**src/rtl/rf_wr_arb_pkg.sv**
```systemverilog
// Shared register-file definitions: geometry, write-port controller state
// encoding and fixed requester indices.
package rf_wr_arb_pkg;

  localparam int unsigned AW   = 5;   // register address width
  localparam int unsigned DW   = 32;  // register data width
  localparam int unsigned NREG = 32;  // number of architectural registers
  localparam int unsigned IDW  = 3;   // requester index / pointer width
  localparam int unsigned CNTW = 5;   // clear-sweep counter width

  typedef enum logic {
    IDLE  = 1'b0,
    SWEEP = 1'b1
  } state_t;

  // Requester slots on the write port
  localparam logic [IDW-1:0] WB  = 3'd0;
  localparam logic [IDW-1:0] LD  = 3'd1;
  localparam logic [IDW-1:0] DBG = 3'd2;

  // Round-robin successor of requester g among n requesters
  function automatic logic [IDW-1:0] next_ptr(input logic [IDW-1:0] g,
                                               input int unsigned   n);
    return (32'(g) == n - 1) ? '0 : g + IDW'(1);
  endfunction

endpackage

```
**src/rtl/rf_wr_arb_if.sv**
```systemverilog
// Requester/RF-write-port bundle for rf_wr_arb.
//   master : requester side (drives valid/addr/data/clr_start)
//   slave  : controller side (drives ready, clr_busy, RFWr/A3/WD, grant_id)
interface rf_wr_arb_if #(
  parameter int unsigned NREQ = 3,
  parameter int unsigned AW   = 5,
  parameter int unsigned DW   = 32
) ();

  logic [NREQ-1:0]                  req_valid;
  logic [NREQ*AW-1:0]               req_addr;
  logic [NREQ*DW-1:0]               req_data;
  logic [NREQ-1:0]                  req_ready;
  logic                             clr_start;
  logic                             clr_busy;
  logic                             RFWr;
  logic [AW-1:0]                    A3;
  logic [DW-1:0]                    WD;
  logic [rf_wr_arb_pkg::IDW-1:0]    grant_id;

  modport master (
    output req_valid, req_addr, req_data, clr_start,
    input  req_ready, clr_busy, RFWr, A3, WD, grant_id
  );

  modport slave (
    input  req_valid, req_addr, req_data, clr_start,
    output req_ready, clr_busy, RFWr, A3, WD, grant_id
  );

endinterface

```
**src/rtl/rf_wr_arb_rr_arbiter.sv**
```systemverilog
// Round-robin pick: first valid requester at or after ptr, wrapping at NREQ.
//   valid   : request vector
//   ptr     : highest-priority index (must be < NREQ)
//   grant_c : one-hot grant (zero when nothing is valid)
//   idx_c   : index of the granted requester
module rr_arbiter
  import rf_wr_arb_pkg::*;
#(
  parameter int unsigned NREQ = 3
) (
  input  logic [NREQ-1:0] valid,
  input  logic [IDW-1:0]  ptr,
  output logic [NREQ-1:0] grant_c,
  output logic [IDW-1:0]  idx_c
);

  localparam int unsigned SW = (NREQ > 1) ? $clog2(NREQ) : 1;

  // Scan NREQ slots starting at ptr; first hit wins
  always_comb begin
    int unsigned j;
    logic        found;
    grant_c = '0;
    idx_c   = '0;
    found   = 1'b0;
    j       = 0;
    for (int unsigned k = 0; k < NREQ; k++) begin
      j = 32'(ptr) + k;
      if (j >= NREQ) j = j - NREQ;
      if (!found && valid[SW'(j)]) begin
        found             = 1'b1;
        grant_c[SW'(j)]   = 1'b1;
        idx_c             = IDW'(j);
      end
    end
  end

endmodule

```
**src/rtl/rf_wr_arb.sv**
```systemverilog
// Register-file write-port controller: round-robin shares RFWr/A3/WD among
// NREQ valid/ready requesters and runs a clear sweep zeroing r1..r31.
//   clk, rst : clock, asynchronous active-high reset
//   bus      : slave side of rf_wr_arb_if (requests, ready, RF write port,
//              clr_start/clr_busy, grant_id)
module rf_wr_arb #(
  parameter int unsigned NREQ = 3,
  parameter int unsigned AW   = rf_wr_arb_pkg::AW,
  parameter int unsigned DW   = rf_wr_arb_pkg::DW
) (
  input  logic        clk,
  input  logic        rst,
  rf_wr_arb_if.slave  bus
);

  import rf_wr_arb_pkg::*;

  localparam logic [CNTW-1:0] LAST_REG = CNTW'(NREG - 1);

  state_t          state;
  logic [IDW-1:0]  ptr;
  logic [CNTW-1:0] cnt;

  logic            rfwr_q;
  logic [AW-1:0]   a3_q;
  logic [DW-1:0]   wd_q;
  logic [IDW-1:0]  gid_q;
  logic            busy_q;

  logic [NREQ-1:0] grant_c;
  logic [IDW-1:0]  gidx_c;
  logic            open_c;
  logic            accept_c;
  logic [AW-1:0]   sel_addr_c;
  logic [DW-1:0]   sel_data_c;

  rr_arbiter #(.NREQ(NREQ)) u_arb (
    .valid   (bus.req_valid),
    .ptr     (ptr),
    .grant_c (grant_c),
    .idx_c   (gidx_c)
  );

  // Requests are only offered in IDLE and lose to a clear command
  assign open_c        = (state == IDLE) && !bus.clr_start;
  assign bus.req_ready = open_c ? grant_c : '0;
  assign accept_c      = open_c && (|grant_c);

  // Payload of the granted requester
  always_comb begin
    sel_addr_c = '0;
    sel_data_c = '0;
    for (int i = 0; i < int'(NREQ); i++) begin
      if (grant_c[i]) begin
        sel_addr_c = bus.req_addr[i*AW +: AW];
        sel_data_c = bus.req_data[i*DW +: DW];
      end
    end
  end

  // FSM, RF write port registers and round-robin pointer
  always_ff @(posedge clk or posedge rst) begin
    if (rst) begin
      state  <= IDLE;
      ptr    <= '0;
      cnt    <= '0;
      rfwr_q <= 1'b0;
      a3_q   <= '0;
      wd_q   <= '0;
      gid_q  <= '0;
      busy_q <= 1'b0;
    end else begin
      case (state)
        IDLE: begin
          if (bus.clr_start) begin
            state  <= SWEEP;
            cnt    <= CNTW'(2);
            rfwr_q <= 1'b1;
            a3_q   <= AW'(1);
            wd_q   <= '0;
            busy_q <= 1'b1;
          end else begin
            busy_q <= 1'b0;
            // r0 is hardwired: the handshake completes but nothing is written
            rfwr_q <= accept_c && (sel_addr_c != '0);
            if (accept_c) begin
              a3_q  <= sel_addr_c;
              wd_q  <= sel_data_c;
              gid_q <= gidx_c;
              ptr   <= next_ptr(gidx_c, NREQ);
            end
          end
        end
        SWEEP: begin
          rfwr_q <= 1'b1;
          a3_q   <= AW'(cnt);
          wd_q   <= '0;
          busy_q <= 1'b1;
          cnt    <= cnt + CNTW'(1);
          // Leave as the last register is loaded so requests overlap its cycle
          if (cnt == LAST_REG) state <= IDLE;
        end
        default: state <= IDLE;
      endcase
    end
  end

  assign bus.RFWr     = rfwr_q;
  assign bus.A3       = a3_q;
  assign bus.WD       = wd_q;
  assign bus.grant_id = gid_q;
  assign bus.clr_busy = busy_q;

endmodule

```
**src/flat_wrapper.sv**
```systemverilog
// flat-port wrapper written by rule: the top's interface ports become plain ports
module rf_wr_arb_flat import rf_wr_arb_pkg::*;
#(
  parameter int unsigned NREQ = 3,
  parameter int unsigned AW   = rf_wr_arb_pkg::AW,
  parameter int unsigned DW   = rf_wr_arb_pkg::DW
)
  (clk, rst, bus_req_valid, bus_req_addr, bus_req_data, bus_clr_start, bus_req_ready, bus_clr_busy, bus_RFWr, bus_A3, bus_WD, bus_grant_id);
  rf_wr_arb_if #(.NREQ(NREQ), .AW(AW), .DW(DW)) bus_i ();
  input  logic clk;
  input  logic rst;
  input wire logic [$bits(bus_i.req_valid)-1:0] bus_req_valid;
  input wire logic [$bits(bus_i.req_addr)-1:0] bus_req_addr;
  input wire logic [$bits(bus_i.req_data)-1:0] bus_req_data;
  input wire logic [$bits(bus_i.clr_start)-1:0] bus_clr_start;
  output wire logic [$bits(bus_i.req_ready)-1:0] bus_req_ready;
  output wire logic [$bits(bus_i.clr_busy)-1:0] bus_clr_busy;
  output wire logic [$bits(bus_i.RFWr)-1:0] bus_RFWr;
  output wire logic [$bits(bus_i.A3)-1:0] bus_A3;
  output wire logic [$bits(bus_i.WD)-1:0] bus_WD;
  output wire logic [$bits(bus_i.grant_id)-1:0] bus_grant_id;
  assign bus_i.req_valid = bus_req_valid;
  assign bus_i.req_addr = bus_req_addr;
  assign bus_i.req_data = bus_req_data;
  assign bus_i.clr_start = bus_clr_start;
  assign bus_req_ready = bus_i.req_ready;
  assign bus_clr_busy = bus_i.clr_busy;
  assign bus_RFWr = bus_i.RFWr;
  assign bus_A3 = bus_i.A3;
  assign bus_WD = bus_i.WD;
  assign bus_grant_id = bus_i.grant_id;
  rf_wr_arb #(.NREQ(NREQ), .AW(AW), .DW(DW)) u_core (.clk(clk), .rst(rst), .bus(bus_i));
endmodule
```
**config.mk**
```make
export PLATFORM = sky130hd
export DESIGN_NAME = rf_wr_arb_flat
export DESIGN_NICKNAME = d
export VERILOG_FILES = /design/src/rtl/rf_wr_arb_pkg.sv /design/src/rtl/rf_wr_arb_if.sv /design/src/rtl/rf_wr_arb_rr_arbiter.sv /design/src/rtl/rf_wr_arb.sv /design/src/flat_wrapper.sv
export SDC_FILE = /design/constraint.sdc
export NUM_CORES = 1
export LEC_CHECK = 0
export CORE_MARGIN = 3
export CORE_UTILIZATION = 45
export DETAILED_ROUTE_END_ITERATION = 8
export PLACE_DENSITY_LB_ADDON = 0.2
export SLEW_MARGIN = 0
export SYNTH_ARGS = -nofsm -noshare
export SYNTH_HDL_FRONTEND = slang
export SYNTH_HIERARCHICAL = 1
export SYNTH_SLANG_ARGS = --single-unit
```
**constraint.sdc**
```tcl
create_clock -name clk -period 9.4 [get_ports clk]
set_input_delay 1.88 -clock clk [delete_from_list [all_inputs] [get_ports clk]]
set_output_delay 1.88 -clock clk [all_outputs]
set_load 0.02 [all_outputs]
```
==> flow_summary.toml, run 1 <==
[critical_path]
cpPeakStageDelay_ps = 600
path_cells = "clkdlybuf4s50_1 -> a31oi_1 -> o221ai_1 -> nor4b_4 -> mux2_1 -> o22ai_2 -> buf_4 -> and2_1 -> clkdlybuf4s50_1"
critical_path.max_fanout = 26
endpoint_kind = "primary output"
r2r_start = "u_core/ptr[0]$_DFFE_PP0P_"
rrSetupSlack_ps = 5170
slowest_stage = "clkdlybuf4s50_1"
critical_path_class = "input port to primary output"
crit_top_cell = "clkdlybuf4s50_1"
startpoint = "bus_req_valid[2]"
critPathLaunchType = "input port"
crit_required_ps = 7520
crit_arrival_ps = 4750

[outcome]
status = "finished clean"

[clock_network]
cts_buffers = 5
postCtsSetupBuffers = 0
cts_buffer_depth = 2
path_clk_slew_ps = 90
cts_root_buffer = "clkbuf_8"
htree_levels = 2
hold_buffers = 0
cts.sinks = 51
tritoncts = "yes"
clock_latency_ps = 310
cts_resized = 0

[cells_and_area]
layout_common_cells = "clkdlybuf4s50_1, dfrtp_1, a22oi_1"
drive_gt1_share_pct = 8.11
fill_cells = 598
layout_commonest_cell = "clkdlybuf4s50_1"
final_cell_count_no_fill = 629
n_antenna_cell = 0
fin_nets = 655
multi_input_area_sq_um = 2060
area_growth_pct = 48.6
fin_util_pct = 70.7
regArea_sq_um = 1280

[place]
port_buffers = 161
gp_congestion = 0.862
dpl.cell_count = 621
dp_hpwl_microns = 7880

[worst_hold_path]
min_from = "u_core/bus.grant_id[0]$_DFFE_PP0P_"
hold_path_class = "register to register"

[grt]
gr-usage-met1_pct = 30.1
gr-usage-met3_pct = 6.77
grt_util_met2_pct = 42.1
antenna_found_initial = 0
grt_overflow = 0
top_usage_layer = "met2"
grt_pass1_wl_microns = 17400
grtUsageTotal_pct = 24.2
grt_pass1_vias = 3559
grt_max_degree = 77

[detailed_routing]
drtPass1Iterations = 4
wl_per_cell_microns = 17.2
drt_iter0_drc = 202
ant_nets = 0
routed_wirelength_microns = 10800
via_count = 3532
vias_per_cell = 5.62
drc = 0

[power]
vdd_drop_max_v = 0.000234
leakagePower_nw = 2.07
p_per_area_nw_per_um2 = 336
total_power_mw = 1.76

[synthesis]
ys_ff_latch = 51
synth_top_family_by_area = "compound AO/OA/AOI/OAI gates"
yosysSeqAreaShare_pct = 36.2
synth_ff_type = "dfrtp_1"
yosys.area_share.simple_pct = 22.4
syn_area_sq_um = 3530
synthMuxAreaShare_pct = 4.82
synthAdderAreaFrac_pct = 3.19
synth-compound-area-share_pct = 26.0
synth-edff-count = 0
synth_area_per_cell_sq_um = 9.14
synth_xor_area_share_pct = 0.993
synthDistinctLibCells = 53
postSynth.asyncResetShare_pct = 100
synth_fp_nets = 512
postSynthCellCount = 386
synth_warnings = 6

[timing]
setup_tns_ps = 0
relSlewSlack_pct = 26.8
min_period_ps = 6630
fin_crit_sh_pct = 70.5
slew_violations = 0
setup_viol = 0
rsz0062_at_grt = "no"
worst_slew_pin_slew_ps = 1100
fmax_ghz = 0.151
hold_ws_ps = 496
fin_skew_ps = 12.3
hold_viol_final = 0

[die]
core_sq_um = 7410
ios = 162
die_h_microns = 94.5
dieArea_sq_um = 8940
die_w_microns = 94.5
num_rows = 31
start_util_pct = 47.6

[run]
drv_cap = 0
[synth_stat cells, drive strengths merged, types with 3 or more instances]
cell / count / area, sq um
nor2b: 11 / 68.8
and2: 35 / 219
buf: 20 / 145
nor3: 4 / 42.5
clkbuf: 10 / 37.5
nand3: 4 / 25.0
ha: 9 / 113
mux2: 6 / 75.1
xnor2: 3 / 26.3
a22oi: 47 / 353
o21ai: 48 / 244
a21oi: 35 / 209
dfrtp: 51 / 1280
mux2i: 7 / 95.1
nor3b: 18 / 146
nand2: 19 / 71.3
inv: 11 / 41.3
nand3b: 6 / 45.0
nor2: 15 / 61.3
nand2b: 4 / 27.5
[kinds of logic after synthesis]
kind of cell    after synthesis
compound gates              143
xor+xnor                      4
fa+ha+maj                     9
buf+inv                      41
flops                        51
mux                          13
simple gates                125
[path summary, 6_finish.rpt]
kind | endpoint | depth (start not counted)
max | bus_req_ready[0] | 9
min | u_core/bus.grant_id[0]$_DFFE_PP0P_ | 1
max reg2reg | u_core/bus.WD[11]$_DFFE_PP0P_ | 13
min reg2reg | u_core/bus.grant_id[0]$_DFFE_PP0P_ | 1
max in group asynchronous | u_core/bus.WD[14]$_DFFE_PP0P_ | 2
min in group asynchronous | u_core/bus.clr_busy$_DFF_PP0_ | 2
[state kept, by name, indices dropped and copies added (netlist names)]
| signal | cells |
|---|---|
| u_core/bus.WD | 32 |
| u_core/bus.A3 | 5 |
| u_core/cnt | 5 |
| u_core/bus.grant_id | 3 |
| u_core/ptr | 3 |
| u_core/bus.RFWr | 1 |
| u_core/bus.clr_busy | 1 |
| u_core/state | 1 |
[critical path, delay by kind of cell]
| kind | cells | cell delay, ps |
|---|---|---|
| multiplexers | 1 | 380 |
| AO/OA/AOI/OAI | 3 | 420 |
| buffers and inverters | 3 | 1480 |
| AND/OR/NAND/NOR | 2 | 570 |
[routing by layer]
metal / share of wire (%) / routed length (microns)
met5: 0 / 0
met4: 1.8 / 195
met3: 8.0 / 862
met2: 50 / 5360
met1: 41 / 4410
[final cells by class]
class                      count  area share (%)
clock inverter                 3           0.358
multi-input combinational    294            39.4
inverter                      11           0.788
tap                           99            2.36
timing repair buffer         166            31.5
sequential                    51            24.3
clock buffer                   5            1.31
[power breakdown]
group | internal [mW] | leakage, nW | switching, mW | total (mW)
Combinational | 0.528 | 1.35 | 0.800 | 1.33
Clock | 0.0527 | 0.0483 | 0.0800 | 0.133
Sequential | 0.260 | 0.673 | 0.0418 | 0.302
Total | 0.841 | 2.07 | 0.922 | 1.76
[metrics by stage]
step	setup slack (ps)	cell area, sq um
6_report	2770	5240
5_1_grt	2650	5240
4_1_cts	2790	5240
3_5_place_dp	2820	5150
3_3_place_gp	2810	5150
2_1_floorplan	3670	3530
Note: power is estimated with default switching activity, not from simulation.
==> run 2, diff against run 1 <==
--- a/config.mk
+++ b/config.mk
@@ -6,7 +6,7 @@
 export NUM_CORES = 1
 export LEC_CHECK = 0
 export CORE_MARGIN = 3
-export CORE_UTILIZATION = 45
+export CORE_UTILIZATION = 38
 export DETAILED_ROUTE_END_ITERATION = 8
 export PLACE_DENSITY_LB_ADDON = 0.2
 export SLEW_MARGIN = 0
==> constraint.sdc (replaced) <==
create_clock -name clk -period 5.3 [get_ports clk]
set_input_delay 1.06 -clock clk [delete_from_list [all_inputs] [get_ports clk]]
set_output_delay 1.06 -clock clk [all_outputs]
set_load 0.02 [all_outputs]
==> flow_summary.toml, run 2 (synthesis gave the netlist of run 1 again) <==
[power]
vdd_drop_max_v = 0.000466
p_per_area_nw_per_um2 = 600
leakagePower_nw = 2.08

[clock_network]
tritoncts = "yes"
cts_root_buffer = "clkbuf_8"
postCtsSetupBuffers = 0
cts_buffer_depth = 2
cts_resized = 0
clock_latency_ps = 300
hold_buffers = 0
cts_buffers = 5
htree_levels = 2
cts.sinks = 51
path_clk_slew_ps = 90

[critical_path]
critical_path.max_fanout = 14
startpoint = "u_core/ptr[0]$_DFFE_PP0P_"
crit_required_ps = 4240
slowest_stage = "dfrtp_1"
crit_arrival_ps = 3720
critical_path_class = "register to primary output"
endpoint_kind = "primary output"
cp_top_family = "buffers and inverters"
r2r_start = "u_core/ptr[0]$_DFFE_PP0P_"
cpPeakStageDelay_ps = 650
critPathBufInv = 2
critPathLaunchType = "register"
path_cells = "inv_2 -> ha_1 -> nor2b_1 -> o221ai_1 -> nor4b_4 -> mux2_4 -> o32ai_4 -> and2_1 -> clkdlybuf4s50_1"

[cells_and_area]
largest_reg_flops = 32
n_antenna_cell = 0
layout_commonest_cell = "clkdlybuf4s50_1"
fin_nets = 656
layout_common_cells = "clkdlybuf4s50_1, dfrtp_1, a22oi_1"
drive_gt1_share_pct = 7.92
area_growth_pct = 49.6

[timing]
min_period_ps = 4780
fin_crit_sh_pct = 90.1
fmax_ghz = 0.209
setup_ws_ps = 523
rsz0062_at_grt = "no"
relSlewSlack_pct = 45.8
setup_viol = 0
setup_tns_ps = 0
worst_slew_pin_slew_ps = 813
fin_skew_ps = 2.65
slew_violations = 0
hold_viol_final = 0

[detailed_routing]
routed_wirelength_microns = 10800
drc = 0
vias_per_cell = 5.45
drt_iter0_drc = 138
wl_per_cell_microns = 17.0
drtPass1Iterations = 4
via_count = 3474
ant_nets = 0

[place]
pre_cts_ws_ps = 603
dp_hpwl_microns = 7860
port_buffers = 161
gp_congestion = 0.867

[grt]
grt_max_degree = 77
grt_pass1_wl_microns = 17100
antenna_found_initial = 0
grt_overflow = 0
grtUsageTotal_pct = 20.3
grt_pass1_vias = 3420

[die]
core_sq_um = 8850
die_w_microns = 102
die_h_microns = 102
ios = 162
num_rows = 34
start_util_pct = 39.9
dieArea_sq_um = 10500

[outcome]
status = "finished clean"

[worst_hold_path]
hold_path_class = "register to register"
min_from = "u_core/bus.grant_id[2]$_DFFE_PP0P_"

[run]
drv_cap = 0
## run 2: changes by cell type in the layout (fill, tap and decap cells not counted), sizes merged
cell	delta
inv	-1
clkinv	-2
bufinv	+1
buf	+1
clkbuf	+1
## run 2: layout make-up
type	instances	area (sq um)
Clock buffer	6	72.6
Clock inverter	1	30.0
Fill cell	792	3570
Inverter	11	41.3
Multi-Input combinational cell	294	2060
Sequential cell	51	1280
Tap cell	108	135
Timing Repair Buffer	167	1660
## run 2: path summary, 6_finish.rpt
kind / slack (ps) / to / cells past startpoint
worst min-delay path: 500 / u_core/bus.grant_id[2]$_DFFE_PP0P_ / 1
worst max register to register: 960 / u_core/bus.WD[0]$_DFFE_PP0P_ / 13
max in group asynchronous: 3590 / u_core/bus.WD[0]$_DFFE_PP0P_ / 3
min in group asynchronous: 1260 / u_core/bus.grant_id[1]$_DFFE_PP0P_ / 3
worst min register to register: 500 / u_core/bus.grant_id[2]$_DFFE_PP0P_ / 1
worst max-delay path: 520 / bus_req_ready[1] / 9
## run 2: stage by stage
step | total power, mW | instances | hold WS [ps] | util [%] | cell area [sq um]
finish | 3.16 | 638 | 499 | 59.6 | 5280
CTS | 3.18 | 638 | 502 | 59.6 | 5280
global route | 3.45 | 638 | 518 | 59.6 | 5280
detailed placement | 2.90 | 631 | 486 | 58.5 | 5170
floorplan | 2.39 | 386 | 464 | - | 3530
global placement | 2.87 | 631 | 477 | 58.5 | 5170
## run 2: worst reg2reg max path, stage by stage, from the launching register on
cell and delay [ps]:
dfrtp_1 650, inv_2 190, ha_1 510, nor2b_1 210
o221ai_1 190, nor4b_4 410, mux2_4 370, o21ai_4 130
buf_4 650, nor3b_4 160, buf_4 280, a22oi_1 230
o21ai_1 90, and2_1 180
## run 2: where the power goes
group | internal (mW) | switching (mW) | total (mW)
Sequential | 0.462 | 0.0736 | 0.535
Clock | 0.139 | 0.130 | 0.268
Combinational | 0.936 | 1.42 | 2.36
## run 2: routing by layer
| metal | up-vias | global-route usage [%] | share of wire [%] |
|---|---|---|---|
| li1 | 1687 | - | - |
| met1 | 1656 | 25.5 | 42 |
| met2 | 117 | 34.8 | 49 |
| met3 | 14 | 4.71 | 6.7 |
| met4 | 0 | 5.55 | 1.6 |
| met5 | - | 0 | 0 |
==> run 3, diff against run 2 <==
--- a/config.mk
+++ b/config.mk
@@ -6,7 +6,7 @@
 export NUM_CORES = 1
 export LEC_CHECK = 0
 export CORE_MARGIN = 3
-export CORE_UTILIZATION = 38
+export CORE_UTILIZATION = 25
 export DETAILED_ROUTE_END_ITERATION = 8
 export PLACE_DENSITY_LB_ADDON = 0.2
 export SLEW_MARGIN = 0
==> flow_summary.toml, run 3 (synthesis gave the netlist of run 1 again) <==
[critical_path]
endpoint_kind = "primary output"
crit_arrival_ps = 3770
critical_path.max_fanout = 14
path_cells = "inv_2 -> ha_1 -> nor2b_1 -> o221ai_1 -> nor4b_4 -> mux2_1 -> o22ai_2 -> and2_1 -> clkdlybuf4s50_1"
rrSetupSlack_ps = 830
cpPeakStageDelay_ps = 650
slowest_stage = "clkdlybuf4s50_1"
critical_path_class = "register to primary output"
crit_required_ps = 4240
critPathLaunchType = "register"

[detailed_routing]
drtPass1Iterations = 4
wl_met2_microns = 5340
ant_nets = 0
wl_met3_microns = 862
routed_wirelength_microns = 11400
via_count = 3468
vias_per_cell = 4.91
top_layer = "met4"
drt_iter0_drc = 197
drc = 0
wl_per_cell_microns = 16.1
drt-met1-wl_microns = 5090

[clock_network]
path_clk_slew_ps = 70
tritoncts = "yes"
postCtsSetupBuffers = 0
cts_resized = 0
clock_latency_ps = 290
cts_root_buffer = "clkbuf_16"
htree_levels = 2
hold_buffers = 0
cts_buffers = 5
cts_buffer_depth = 2
cts.sinks = 51

[cells_and_area]
drive_gt1_share_pct = 8.10
layout_commonest_cell = "clkdlybuf4s50_1"
n_antenna_cell = 0
area_growth_pct = 53.1
layout_common_cells = "clkdlybuf4s50_1, dfrtp_1, a22oi_1"
regArea_sq_um = 1280
multi_input_area_sq_um = 2060
largest_reg_flops = 32
fin_nets = 656
final_area_sq_um = 5400
fill_cells = 1379

[timing]
fmax_ghz = 0.207
setup_tns_ps = 0
fin_crit_sh_pct = 91.1
setup_viol = 0
min_period_ps = 4830
worst_slew_pin_slew_ps = 904
rsz0062_at_grt = "no"
relSlewSlack_pct = 39.7
hold_viol_final = 0
fin_skew_ps = 10.2
slew_violations = 0

[die]
core_sq_um = 13500
ios = 162
die_w_microns = 125
start_util_pct = 26.1
dieArea_sq_um = 15600
num_rows = 42
die_h_microns = 125

[grt]
grt_pass1_wl_microns = 18300
grt_pass1_vias = 3519
grt_max_degree = 77
grt_overflow = 0
grtUsageTotal_pct = 14.2
antenna_found_initial = 0

[run]
drv_cap = 0

[power]
leakagePower_nw = 2.09
p_per_area_nw_per_um2 = 599
total_power_mw = 3.23
vdd_drop_max_v = 0.000461

[outcome]
status = "finished clean"

[place]
dp_hpwl_microns = 8230
port_buffers = 161
placed_area_sq_um = 5260
gp_congestion = 0.903

[worst_hold_path]
hold_path_class = "register to register"
[run 3: cell types whose count changed in the layout (fill, tap and decap cells not counted), sizes merged]
cell / before / now
bufinv: 1 / 0
clkinv: 0 / 1
clkinvlp: 0 / 1
[run 3: final cells by class]
cell class	count	share of cell area [%]
flip-flops and latches	51	23.6
well taps	176	4.08
clock inverters	2	0.232
clock buffers	6	2.39
multi-input cells	294	38.2
inverters	11	0.765
repair buffers	167	30.7
[run 3: critical path: cells and delay by family (launching register included)]
family / cells / cell delay [ps]
and+or+nand+nor: 3 / 780
muxes: 1 / 390
buffers and inverters: 2 / 850
AOI/OAI and AO/OA: 2 / 290
DFF: 1 / 640
adders and majority gates: 1 / 520
[run 3: power breakdown]
part / internal, mW / leakage [nW] / switching, mW / total (mW)
Clock: 0.175 / 0.0669 / 0.150 / 0.325
Sequential: 0.462 / 0.673 / 0.0775 / 0.540
Combinational: 0.938 / 1.35 / 1.43 / 2.37
Total: 1.58 / 2.09 / 1.66 / 3.23
[run 3: path summary, 6_finish.rpt]
kind,from,end,cells after the start
setup / recovery,u_core/ptr[0]$_DFFE_PP0P_,bus_req_ready[0],9
hold / removal,u_core/bus.grant_id[2]$_DFFE_PP0P_,u_core/bus.grant_id[2]$_DFFE_PP0P_,1
setup reg to reg,u_core/ptr[0]$_DFFE_PP0P_,u_core/bus.WD[3]$_DFFE_PP0P_,13
hold reg to reg,u_core/bus.grant_id[2]$_DFFE_PP0P_,u_core/bus.grant_id[2]$_DFFE_PP0P_,1
max in group asynchronous,rst,u_core/bus.WD[1]$_DFFE_PP0P_,3
min in group asynchronous,rst,u_core/bus.WD[10]$_DFFE_PP0P_,3
[run 3: stage by stage]
stage,hold WS [ps],util (%),setup WS (ps),instances
final,503,40.0,470,707
after global routing,524,40.0,228,707
after CTS,509,40.0,479,707
after detailed placement,493,38.9,576,699
after global placement,497,38.9,605,699
after floorplan,464,-,1120,386
[run 3: per-layer routing]
metal  vias up  track usage (%)
li1       1687                -
met1      1646             18.5
met2       126             23.4
met3         9             4.12
met4         0             2.97
met5         -                0
